[config.mk]
export PLATFORM = sky130hd
export DESIGN_NAME = riscv_multicycle_control
export DESIGN_NICKNAME = d
export VERILOG_FILES = /design/src/rtl/riscv_multicycle_control.sv
export SDC_FILE = /design/constraint.sdc
export NUM_CORES = 1
export LEC_CHECK = 0
export ABC_AREA = 1
export CORE_MARGIN = 2
export CORE_UTILIZATION = 39
export DETAILED_ROUTE_END_ITERATION = 12
export PLACE_DENSITY = 0.75
export SETUP_SLACK_MARGIN = 0.05
export SYNTH_ARGS = -nofsm -noshare
export SYNTH_HDL_FRONTEND = slang
export SYNTH_SLANG_ARGS = --single-unit
[constraint.sdc]
create_clock -name clk -period 1.6 [get_ports clk]
set_input_delay 0.48 -clock clk [delete_from_list [all_inputs] [get_ports clk]]
set_output_delay 0.48 -clock clk [all_outputs]
set_load 0.005 [all_outputs]
[src/rtl/riscv_multicycle_control.sv]
// Multi-cycle RISC-V control unit: sequences fetch/decode/execute/memory/write-back
// over a shared datapath, with a timed memory handshake and a sticky fault state.
//
// state       | meaning
// FETCH   (0) | read instruction at PC, PC <= PC+4 on ready
// DECODE  (1) | classify, branch/jump target into ALUOut
// EXEC    (2) | R/I ALU operation
// ALUWB   (3) | write ALUOut to rd
// MEMADDR (4) | load/store address = rs1 + imm
// MEMRD   (5) | data read at ALUOut
// MEMWB   (6) | write MDR to rd
// MEMWR   (7) | data write at ALUOut
// BRANCH  (8) | compare rs1-rs2, conditional PC update
// JUMP    (9) | link write and PC update
// FAULT  (15) | illegal instruction or memory timeout, held until reset
module riscv_multicycle_control #(
   parameter int MEM_TIMEOUT = 15,
   parameter int ALU_CTRL_W  = 5
) (
   input  logic                  clk,
   input  logic                  reset,
   input  logic [6:0]            opcode,
   input  logic [2:0]            funct3,
   input  logic [1:0]            mod,
   input  logic                  zero,
   input  logic                  mem_ready,
   output logic                  PCWrite,
   output logic                  IorD,
   output logic                  MemRead,
   output logic                  MemWrite,
   output logic                  IRWrite,
   output logic                  RegWrite,
   output logic [1:0]            ALUSrcA,
   output logic [1:0]            ALUSrcB,
   output logic [1:0]            PCSource,
   output logic [1:0]            MemToReg,
   output logic [ALU_CTRL_W-1:0] ALUcontrol,
   output logic [2:0]            InstType,
   output logic [3:0]            state,
   output logic                  fault
);

   typedef enum logic [3:0] {
      S_FETCH   = 4'd0,
      S_DECODE  = 4'd1,
      S_EXEC    = 4'd2,
      S_ALUWB   = 4'd3,
      S_MEMADDR = 4'd4,
      S_MEMRD   = 4'd5,
      S_MEMWB   = 4'd6,
      S_MEMWR   = 4'd7,
      S_BRANCH  = 4'd8,
      S_JUMP    = 4'd9,
      S_FAULT   = 4'd15
   } state_t;

   localparam logic [2:0] T_ILL   = 3'b000;
   localparam logic [2:0] T_I     = 3'b001;
   localparam logic [2:0] T_LOAD  = 3'b010;
   localparam logic [2:0] T_STORE = 3'b011;
   localparam logic [2:0] T_BR    = 3'b100;
   localparam logic [2:0] T_JAL   = 3'b101;
   localparam logic [2:0] T_JALR  = 3'b110;
   localparam logic [2:0] T_R     = 3'b111;

   state_t     state_q, state_d;
   logic [7:0] wait_q, wait_d;
   logic [4:0] alu_op;
   logic       mem_timeout;

   assign mem_timeout = (wait_q == 8'(MEM_TIMEOUT));

   always_comb begin
      case (opcode)
         7'b0110011: InstType = T_R;
         7'b0010011: InstType = T_I;
         7'b0000011: InstType = T_LOAD;
         7'b0100011: InstType = T_STORE;
         7'b1100011: InstType = T_BR;
         7'b1101111: InstType = T_JAL;
         7'b1100111: InstType = T_JALR;
         default:    InstType = T_ILL;
      endcase
   end

   always_ff @(posedge clk) begin
      if (reset) begin
         state_q <= S_FETCH;
         wait_q  <= '0;
      end else begin
         state_q <= state_d;
         wait_q  <= wait_d;
      end
   end

   always_comb begin
      state_d  = state_q;
      wait_d   = wait_q;
      PCWrite  = 1'b0;
      IorD     = 1'b0;
      MemRead  = 1'b0;
      MemWrite = 1'b0;
      IRWrite  = 1'b0;
      RegWrite = 1'b0;
      ALUSrcA  = 2'd0;
      ALUSrcB  = 2'd0;
      PCSource = 2'd0;
      MemToReg = 2'd0;
      alu_op   = 5'b00000;
      case (state_q)
         S_FETCH: begin
            MemRead = 1'b1;
            ALUSrcB = 2'd1;
            if (mem_ready) begin
               IRWrite = 1'b1;
               PCWrite = 1'b1;
               wait_d  = '0;
               state_d = S_DECODE;
            end else if (mem_timeout) begin
               wait_d  = '0;
               state_d = S_FAULT;
            end else begin
               wait_d  = wait_q + 8'd1;
            end
         end
         S_DECODE: begin
            ALUSrcA = 2'd2;
            ALUSrcB = 2'd2;
            case (InstType)
               T_R, T_I:         state_d = S_EXEC;
               T_LOAD, T_STORE:  state_d = S_MEMADDR;
               T_BR:             state_d = S_BRANCH;
               T_JAL, T_JALR:    state_d = S_JUMP;
               default:          state_d = S_FAULT;
            endcase
         end
         S_EXEC: begin
            ALUSrcA = 2'd1;
            ALUSrcB = (InstType == T_R) ? 2'd0 : 2'd2;
            // shifts use mod to pick logical vs arithmetic right shift
            if (InstType == T_R || funct3 == 3'b101) alu_op = {mod, funct3};
            else                                     alu_op = {2'b00, funct3};
            state_d = S_ALUWB;
         end
         S_ALUWB: begin
            RegWrite = 1'b1;
            state_d  = S_FETCH;
         end
         S_MEMADDR: begin
            ALUSrcA = 2'd1;
            ALUSrcB = 2'd2;
            if (InstType == T_LOAD)       state_d = S_MEMRD;
            else if (InstType == T_STORE) state_d = S_MEMWR;
            else                          state_d = S_FAULT;
         end
         S_MEMRD, S_MEMWR: begin
            IorD     = 1'b1;
            MemRead  = (state_q == S_MEMRD);
            MemWrite = (state_q == S_MEMWR);
            if (mem_ready) begin
               wait_d  = '0;
               state_d = (state_q == S_MEMRD) ? S_MEMWB : S_FETCH;
            end else if (mem_timeout) begin
               wait_d  = '0;
               state_d = S_FAULT;
            end else begin
               wait_d  = wait_q + 8'd1;
            end
         end
         S_MEMWB: begin
            RegWrite = 1'b1;
            MemToReg = 2'd1;
            state_d  = S_FETCH;
         end
         S_BRANCH: begin
            ALUSrcA  = 2'd1;
            PCSource = 2'd1;
            alu_op   = 5'b01000;
            if (funct3 == 3'b000 || funct3 == 3'b001) begin
               PCWrite = (funct3 == 3'b000) ? zero : ~zero;
               state_d = S_FETCH;
            end else begin
               state_d = S_FAULT;
            end
         end
         S_JUMP: begin
            RegWrite = 1'b1;
            MemToReg = 2'd2;
            PCWrite  = 1'b1;
            PCSource = (InstType == T_JALR) ? 2'd2 : 2'd1;
            ALUSrcA  = 2'd1;
            ALUSrcB  = 2'd2;
            state_d  = S_FETCH;
         end
         default: begin
            state_d = S_FAULT;
         end
      endcase
   end

   assign ALUcontrol = ALU_CTRL_W'(alu_op);
   assign state      = state_q;
   assign fault      = (state_q == S_FAULT);

endmodule

After elaboration in Yosys (flattened, before gate mapping)
Index checks and enable logic that the tools add are counted.
{"block": "op_classes", "n_addsub": 1, "eq_ne": 27, "muxes": 29, "bitwise": 1, "reduce_logical": 12}
{"cell": "$pmux W4 S7", "n": 1}
{"cell": "$mux W4", "n": 6}
{"cell": "$eq A7 B7 Y1 const B", "n": 3}
{"cell": "$pmux W3 S7", "n": 1}
{"cell": "$eq A4 B3 Y1 const B", "n": 4}
{"cell": "$mux W8", "n": 2}
{"cell": "$pmux W4 S4", "n": 1}
{"cell": "$eq A3 B3 Y1 const B", "n": 5}
{"cell": "$eq A7 B6 Y1 const B", "n": 2}
{"cell": "$eq A4 B4 Y1 const B", "n": 3}
{"cell": "$pmux W2 S2", "n": 3}
{"cell": "$pmux W5 S2", "n": 1}
{"cell": "$reduce_or A3 Y1", "n": 3}
{"cell": "$add A8 B1 Y8 const B", "n": 1}
{"cell": "$eq A4 B2 Y1 const B", "n": 2}
{"cell": "$eq A8 B4 Y1 const B", "n": 1}
{"cell": "$reduce_or A2 Y1", "n": 4}
{"cell": "$eq A7 B2 Y1 const B", "n": 1}
{"cell": "$eq A7 B5 Y1 const B", "n": 1}
{"cell": "$mux W1", "n": 7}
{"cell": "$eq A3 B1 Y1 const B", "n": 2}
{"cell": "$eq A3 B2 Y1 const B", "n": 2}
{"cell": "$pmux W2 S3", "n": 1}
{"cell": "$mux W5", "n": 1}
{"cell": "10 further kinds", "n": 12}
{"block": "totals", "ff_bits": 12, "wordCells": 72}

Longest topological paths before layout
{"block": "depth", "depth_word": 6, "depth_mapped": 10, "mapped_depth_nobuf": 9}

Worst setup path before layout
OpenSTA, ideal clock, no wires.
{"block": "synth_timing", "path_type": "input to output", "startpoint": "input opcode[1]", "endpoint": "output ALUcontrol[4]", "arrival_time_ps": 1233, "required_ps": 1120, "setup_slack_ps": -113, "cell_stages": 6, "path_cell_list": "nand2_1 > nor3_2 > nand2_1 > o32ai_1 > nand2_1 > nor2_1"}
{"block": "synth_via", "elab_chain_cells": 6, "elab_cells_between_ends": 12}
{"element": "start, declared", "line_no": "22", "text": "input logic [6:0] opcode,"}
{"element": "$eq A7 B7 Y1 (tied with other cells)", "line_no": "74", "text": "case (opcode)"}
{"element": "$pmux W3 S7 (*)", "line_no": "74"}
{"element": "$eq A3 B3 Y1 (*)", "line_no": "141", "text": "if (InstType == T_R || funct3 == 3'b101) alu_op = {mod, funct3};"}
{"element": "$logic_or A1 B1 Y1 (*)", "line_no": "141"}
{"element": "$mux W5 (*)", "line_no": "141"}
{"element": "$pmux W5 S2 (*)", "line_no": "110", "text": "case (state_q)"}
{"element": "end, declared", "line_no": "37", "text": "output logic [ALU_CTRL_W-1:0] ALUcontrol,"}
Every way passes the cells marked *; elsewhere a longest branch is shown, timed or not.

Worst setup path in the final report
{"block": "layout_timing", "startpoint": "register state_q[3], in the netlist state[3]", "endpoint": "output ALUSrcB[1]"}
{"block": "layout_via", "elab_chain_cells": 3, "elab_cells_between_ends": 7}
{"element": "start, declared", "line_no": "66", "text": "state_t state_q, state_d;"}
{"element": "start signal, assigned", "line_no": "91", "text": "state_q <= state_d;"}
{"element": "$eq A4 B3 Y1 (tied with other cells)", "line_no": "110"}
{"element": "$reduce_or A3 Y1 (no source line)"}
{"element": "$pmux W2 S3 (*)", "line_no": "110"}
{"element": "end, declared", "line_no": "34", "text": "output logic [1:0] ALUSrcB,"}
Marks and branches as above.

==> impl_metrics.yaml <==
layout:
  final_common_cell: "buf_4"
  final_nets: 311
  final_cell_mix: "buf_4, buf_6, buf_2, nand2_1, nor2_1"
  drive_gt1_share_pct: 63.0
  utilization_pct: 88.0
  finalInstanceArea_mm2: 0.00241
  area.growth.synth_to_final_pct: 115
  diodes: 0
  final_cells: 323
detailed_routing:
  viasPerCell: 5.92
  wl_per_cell_um: 19.6
  vias: 1912
  dr.pass1.iters: 7
  wirelength_um: 6340
  drt_iter0_markers: 151
  ant_nets: 0
  drcViolationCount: 0
critical_path:
  worst_setup_path_start_kind: "register"
  crit_top_cell: "inv_2"
  crit-reg2reg-launch: "state[3]"
  worstPathMaxFanout: 4
  crit_path_top_delay_cell: "dfxtp_4"
  crit_buf_inv: 4
  required_ns: 1.12
  cpPeakStageDelay_ns: 0.37
  end_kind: "primary output"
  worst-path-stages: 7
  critical_path_class: "reg2out"
  crit_family: "buffers and inverters"
  startpoint: "state[3]"
  r2r_cells: 11
  rrSetupSlack_ns: -0.28
  setup.worst_path.end: "ALUSrcB[1]"
  worstReg2RegEnd: "wait_q[6]"
  path_cells: "nor2_4 -> inv_2 -> nor3_4 -> inv_2 -> buf_6 -> o211ai_1 -> buf_2"
  cp.arrival_ns: 1.64
grt:
  grt_pass1_wl_um: 7120
  grt_max_degree: 9
  globalRouteOverflowTotal: 0
  antenna_found_initial: 0
  grt_pass1_vias: 1598
  grt_usage_pct: 27.5
placement:
  dpl.hpwl_um: 2710
  gp_congestion: 0.867
  placed_cell_area_mm2: 0.00191
  dp_slack_ns: -0.989
  numPlacedInstances: 295
  place.port_buffers: 42
floorplanning:
  chipHeight_um: 57.6
  core-area_mm2: 0.00273
  rows: 19
  die_w_um: 57.6
  dieArea_mm2: 0.00331
  io_pins: 43
  initial_utilization_pct: 40.9
cts:
  cts-hold-fix-buffers: 0
  htree_levels: 1
  numCtsBuffers: 3
  clock_sinks: 12
  cts_tree: "built"
  cts_root_buf: "clkbuf_4"
  clock_latency_ns: 0.29
  clk_path_buf_depth: 2
  clkSlewWorstSetupHoldPaths_ns: 0.09
timing:
  setup_ws_ns: -0.516
  post-route-min-period_ns: 2.12
  rsz0062_at_grt: "true"
  fmax_mhz: 473
  setup_tns_ns: -8.68
  post-route-period-util_pct: 132
  drv_slew: 0
  whs_ns: 0.489
  setup_viol_count_final: 35
  slew-limit-headroom_pct: 74.3
  tightest_slew_ns: 0.383
  clock_skew_ns: 0.0207
  hold_viol_final: 0
logic_synthesis:
  seq_area_frac_synth_pct: 21.5
  postSynthNetCount: 196
  syn_area_mm2: 0.00112
  syn_inst: 179
  avgSynthCellArea_um2: 6.25
  synth_warnings: 0
  yosys_register_bits: 12
  synth_cell_type_count: 29
power_and_ir_drop:
  power.density_mw_per_mm2: 1320
  ir_worst_vdd_uv: 1620
  power.leakage_nw: 1.18
  power_mw: 3.18
outcome:
  outcome: "finished with violations"
  failed_checks: "setup timing"
worst_hold_path:
  worstHoldPathCells: 2
  hp-class: "reg2reg"
job:
  cap_violations: 0
[sequential cells by signal (all words and copies together), names as in the netlist]
signal and flops:
wait_q 8, state 4
[how the worst min path moves through the flow]
stage / startpoint / endpoint / slack, ns
after CTS: wait_q[1] / wait_q[1] / 0.48
after detailed placement: wait_q[1] / wait_q[1] / 0.47
after floorplan: wait_q[1] / wait_q[1] / 0.46
final: wait_q[1] / wait_q[1] / 0.49
after global routing: wait_q[1] / wait_q[1] / 0.52
after global placement: wait_q[1] / wait_q[1] / 0.47
[synth_stat cells (all sizes together)]
cell,count,share of area (%)
a21boi,1,0.67
nand4,4,2.2
o211ai,2,1.3
a21oi,9,4.0
nor3,11,6.3
nor2,33,13
nand3,17,8.7
o32ai,1,0.78
xor2,2,1.6
nand2,42,16
ha,1,1.1
dfxtp,12,21
o21ai,8,4.9
a31oi,3,1.7
buf,2,2.8
nor3b,2,2.2
inv,28,9.4
a211oi,1,1.1
[worst min-delay path, cell delays in order, from the launching register on]
cell	delay [ns]
dfxtp_1	0.33
nand2_1	0.07
a21oi_1	0.05
[what timing repair did]
item | CTS | global route
buffers inserted | 22 | 14
gates resized for setup | 193 | 65
endpoints found under the setup margin | 31 | 38
pin swaps | 25 | 30
[per-layer routing]
metal | share of wire, % | vias to the layer above | wire [um] | global-route usage, %
met2 | 47 | 150 | 2990 | 51.5
met3 | 8.9 | 55 | 567 | 3.17
met5 | 0 | - | 0 | 0
li1 | - | 822 | - | -
met1 | 37 | 885 | 2330 | 32.0
met4 | 7.2 | 0 | 454 | 9.30
[power breakdown]
part | total, mW | internal, mW | leakage (nW) | switching (mW)
clock network | 0.198 | 0.0875 | 0.0138 | 0.110
registers | 0.450 | 0.372 | 0.100 | 0.0778
logic | 2.53 | 1.17 | 1.06 | 1.36
total | 3.18 | 1.63 | 1.18 | 1.55
[cells by family (layout without fill, tap and decap cells)]
family	count (synthesis)	count (layout)	share of synthesized area, %
flops	12	12	21.5
fa+ha+maj	1	1	1.12
simple gates	109	109	49.1
buf+inv	30	143	12.2
compound gates	25	25	14.5
xor+xnor	2	2	1.57
[layout make-up]
| class | count | area [um2] |
|---|---|---|
| Sequential cell | 12 | 255 |
| Fill cell | 123 | 328 |
| Tap cell | 31 | 38.8 |
| Inverter | 28 | 133 |
| Clock buffer | 3 | 22.5 |
| Timing Repair Buffer | 112 | 903 |
| Multi-Input combinational cell | 137 | 1050 |
(Power assumes the default switching activity.)
==> variant 1, RTL diff (same settings) <==
`ALU_CTRL_W`: 5 -> 10.
--- a/src/rtl/riscv_multicycle_control.sv
+++ b/src/rtl/riscv_multicycle_control.sv
@@ -17,3 +17,3 @@
    parameter int MEM_TIMEOUT = 15,
-   parameter int ALU_CTRL_W  = 5
+   parameter int ALU_CTRL_W  = 10
 ) (
Ports: changed (resized ALUcontrol); port bits go from 43 to 48. The function was not compared with the original's and may differ.
==> variant 1 against the unedited design <==
The run still ends with negative setup slack left; total power up 4.7%; hold slack better by 0.033 ns; highest routed layer unchanged; synthesized area up 3.7%; sequential cell count unchanged; critical path depth up 1; wire length up 23%; worst setup slack better by 0.065 ns; cell area up 9.8%; global-route usage up 7.2 points.
==> variant 1: results (changes against the unedited design) <==
Status
  – Status: finished with violations
  – Failing checks: negative setup slack

Layout
  – Signal buffers: 131 (+17%)
  – Area of the multi-input gates: 0.00112 mm^2 (+6.1%)
  – Synth-to-layout area growth: 128%
  – Sequential cells: 12 (unchanged)
  – Filler Cell Count: 75 (-39%)
  – Fin cells: 347 (+7.4%)

Routing
  – Drt wl/cell: 22.6 um (+15%)
  – DRC marker count from the first detailed-route iteration: 214 (+42%)
  – Met3 WL: 707 um (+25%)
  – Pre-Repair DR Iteration Count: 5 (-2)

Global route
  – Met1 global-route usage: 34.6% (+2.6 points)
  – First-pass GRT wire length: 8970 um (+26%)
  – Tot GR Track Use: 34.7% (+7.2 points)
  – Met2 Usage GRT: 63.1% (+12 points)

Clock tree
  – Post-CTS sizing: 199 (+3.1%)
  – Post-CTS Setup Inserts: 41 (+86%)

Yosys
  – Post-Synth XOR/XNOR Area: 1.51% (-0.056 points)
  – Synth top area cells: dfxtp_1 (21%), nand2_1 (12%), nor2_1 (9.4%)

Place
  – # placed instances: 303 (+2.7%)
  – Placed Area: 0.00195 mm^2 (+2.2%)
  – Hpwl dp: 2930 um (+8.1%)

Die
  – Die area: 0.00343 mm^2 (+3.4%)

Power and ir drop
  – Pint: 1.70 mW (+4.0%)
  – Static Leak: 1.34 nW (+13%)
  – Worst IR Drop VDD: 1780 uV (+9.9%)

STA
  – Final worst slack: -0.451 ns (+0.0650 ns)
  – Setup-failing EPs final: 36 (+2.9%)
  – Fin Clk Skew: 0.00893 ns (-0.0118 ns)
variant 1: changes by cell type after synthesis:
cell	before	now
buf_4	0	5
conb_1	0	1
variant 1: path summary, 6_finish.rpt:
path,cells after the start,endpoint,slack [ns]
min reg2reg,2,wait_q[1]$_SDFFE_PP0P_,0.52
max,8,RegWrite,-0.45
max reg2reg,13,state[1]$_SDFF_PP0_,-0.20
min,2,wait_q[1]$_SDFFE_PP0P_,0.52
variant 1: per-stage QoR:
| step | hold slack [ns] | power, mW | setup TNS, ns |
|---|---|---|---|
| global placement | 0.467 | 2.01 | -14.73 |
| CTS | 0.492 | 2.60 | -6.01 |
| floorplan | 0.456 | 1.23 | 0 |
| global route | 0.530 | 3.44 | -10.05 |
| detailed placement | 0.482 | 2.05 | -15.54 |
| finish | 0.522 | 3.33 | -8.97 |
==> variant 2, RTL diff (same flow settings) <==
Without the edit above. Put a register stage on the output `fault`, without a reset. The value now appears one clock later. The other outputs are not delayed to match.
--- a/src/rtl/riscv_multicycle_control.sv
+++ b/src/rtl/riscv_multicycle_control.sv
@@ -202,3 +202,5 @@
    assign state      = state_q;
-   assign fault      = (state_q == S_FAULT);
+   always_ff @(posedge clk) begin
+      fault <= (state_q == S_FAULT);
+   end
 
Function: changed (a bounded check fails within 4 cycles, from zero or initial values and one cycle with reset high).
==> variant 2 against the unedited design <==
The run now fails in global routing (5_1_grt); synthesized cell count up 5.0%; synthesized area down 0.56%.
==> variant 2: results (changes against the unedited design) <==
Status
  – Status: stopped before the end
  – Halt Stage: global routing (5_1_grt)
  – Error: [ERROR GRT-0232] Routing congestion too high. Check the congestion heatmap in the GUI.

Yosys
  – Seq/Total Area, Yosys: 23.4% (+1.9 points)
  – Average cell area after synthesis: 5.92 um^2 (-5.3%)
  – Warnings, synthesis: 0 (unchanged)
  – FFs w/ async S/R, synth: 0% (unchanged)
  – Synth top area cells: dfxtp_1 (23%), nand2_1 (14%), nor2_1 (11%)
  – Multiplexer area fraction after synthesis: 0% (unchanged)
  – Top cells by count, synth: nand2_1 (41), nor2_1 (32), inv_1 (28)
  – Syn nets: 205 (+4.6%)
  – Post-Synth XOR/XNOR Area: 3.15% (+1.6 points)
  – Count of cell types in the netlist: 25 (-14%)
  – Synth Area in Adders: 1.12% (+0.0063 points)
  – Post-synthesis compound-gate area fraction: 12.1% (-2.4 points)

Clock tree
  – Max Root-Sink Buffers: 2 (unchanged)
  – CTS root buffer: clkbuf_4
  – Num Clock Sinks: 13 (+1)
  – H-tree depth: 1 (unchanged)
  – CTS Buf Count: 3 (unchanged)

Global route
  – Tot GR Track Use: between 70% and 80%
  – Remaining global-route overflow: between 90 and 100
  – Largest net degree at the start of global routing: 8

Place
  – Hpwl dp: 2950 um (+9.1%)
  – Port-buffer cells: 42 (unchanged)
  – Placed Area: 0.00200 mm^2 (+5.0%)
  – Pre-CTS setup slack: -1.18 ns (-0.195 ns)
  – # placed instances: 316 (+7.1%)
  – Routability cong.: 0.892 (+2.9%)

STA
  – GRT repair_timing worst endpoint: PCSource[1]
  – Worst_ep kind: top-level output

Die
  – Row cnt: 19 (unchanged)
variant 2: changes by cell type after synthesis, sizes merged, moves of 2 or more:
cell | unedited run | this run
nand3 | 17 | 21
nor2 | 33 | 37
a31oi | 3 | 0
inv | 28 | 31
o21ai | 8 | 6
nor3 | 11 | 6
nand2 | 42 | 47
variant 2: through the flow:
step           setup TNS (ns)  hold slack (ns)
3_3_place_gp           -15.61            0.471
4_1_cts                 -5.07            0.487
3_5_place_dp           -15.95            0.476
2_1_floorplan          -0.163            0.456
variant 2: repair_timing:
item	4_1_cts
resized for setup	220
pin swaps	29
endpoints found under the setup margin	36
setup buffers	36
hold endpoints to repair	0
variant 2: cell families after synthesis:
logic type                 Yosys count
and+or+nand+nor                    117
buffers and inverters               32
AOI/OAI and AO/OA                   21
DFF                                 13
xor gates and xnor gates             4
adders and majority gates            1
variant 2: per-layer routing:
layer	track usage, %	GRT overflow
met1	70.0	0
met5	0	0
met2	99.8	63
met3	45.8	0
met4	90.0	33
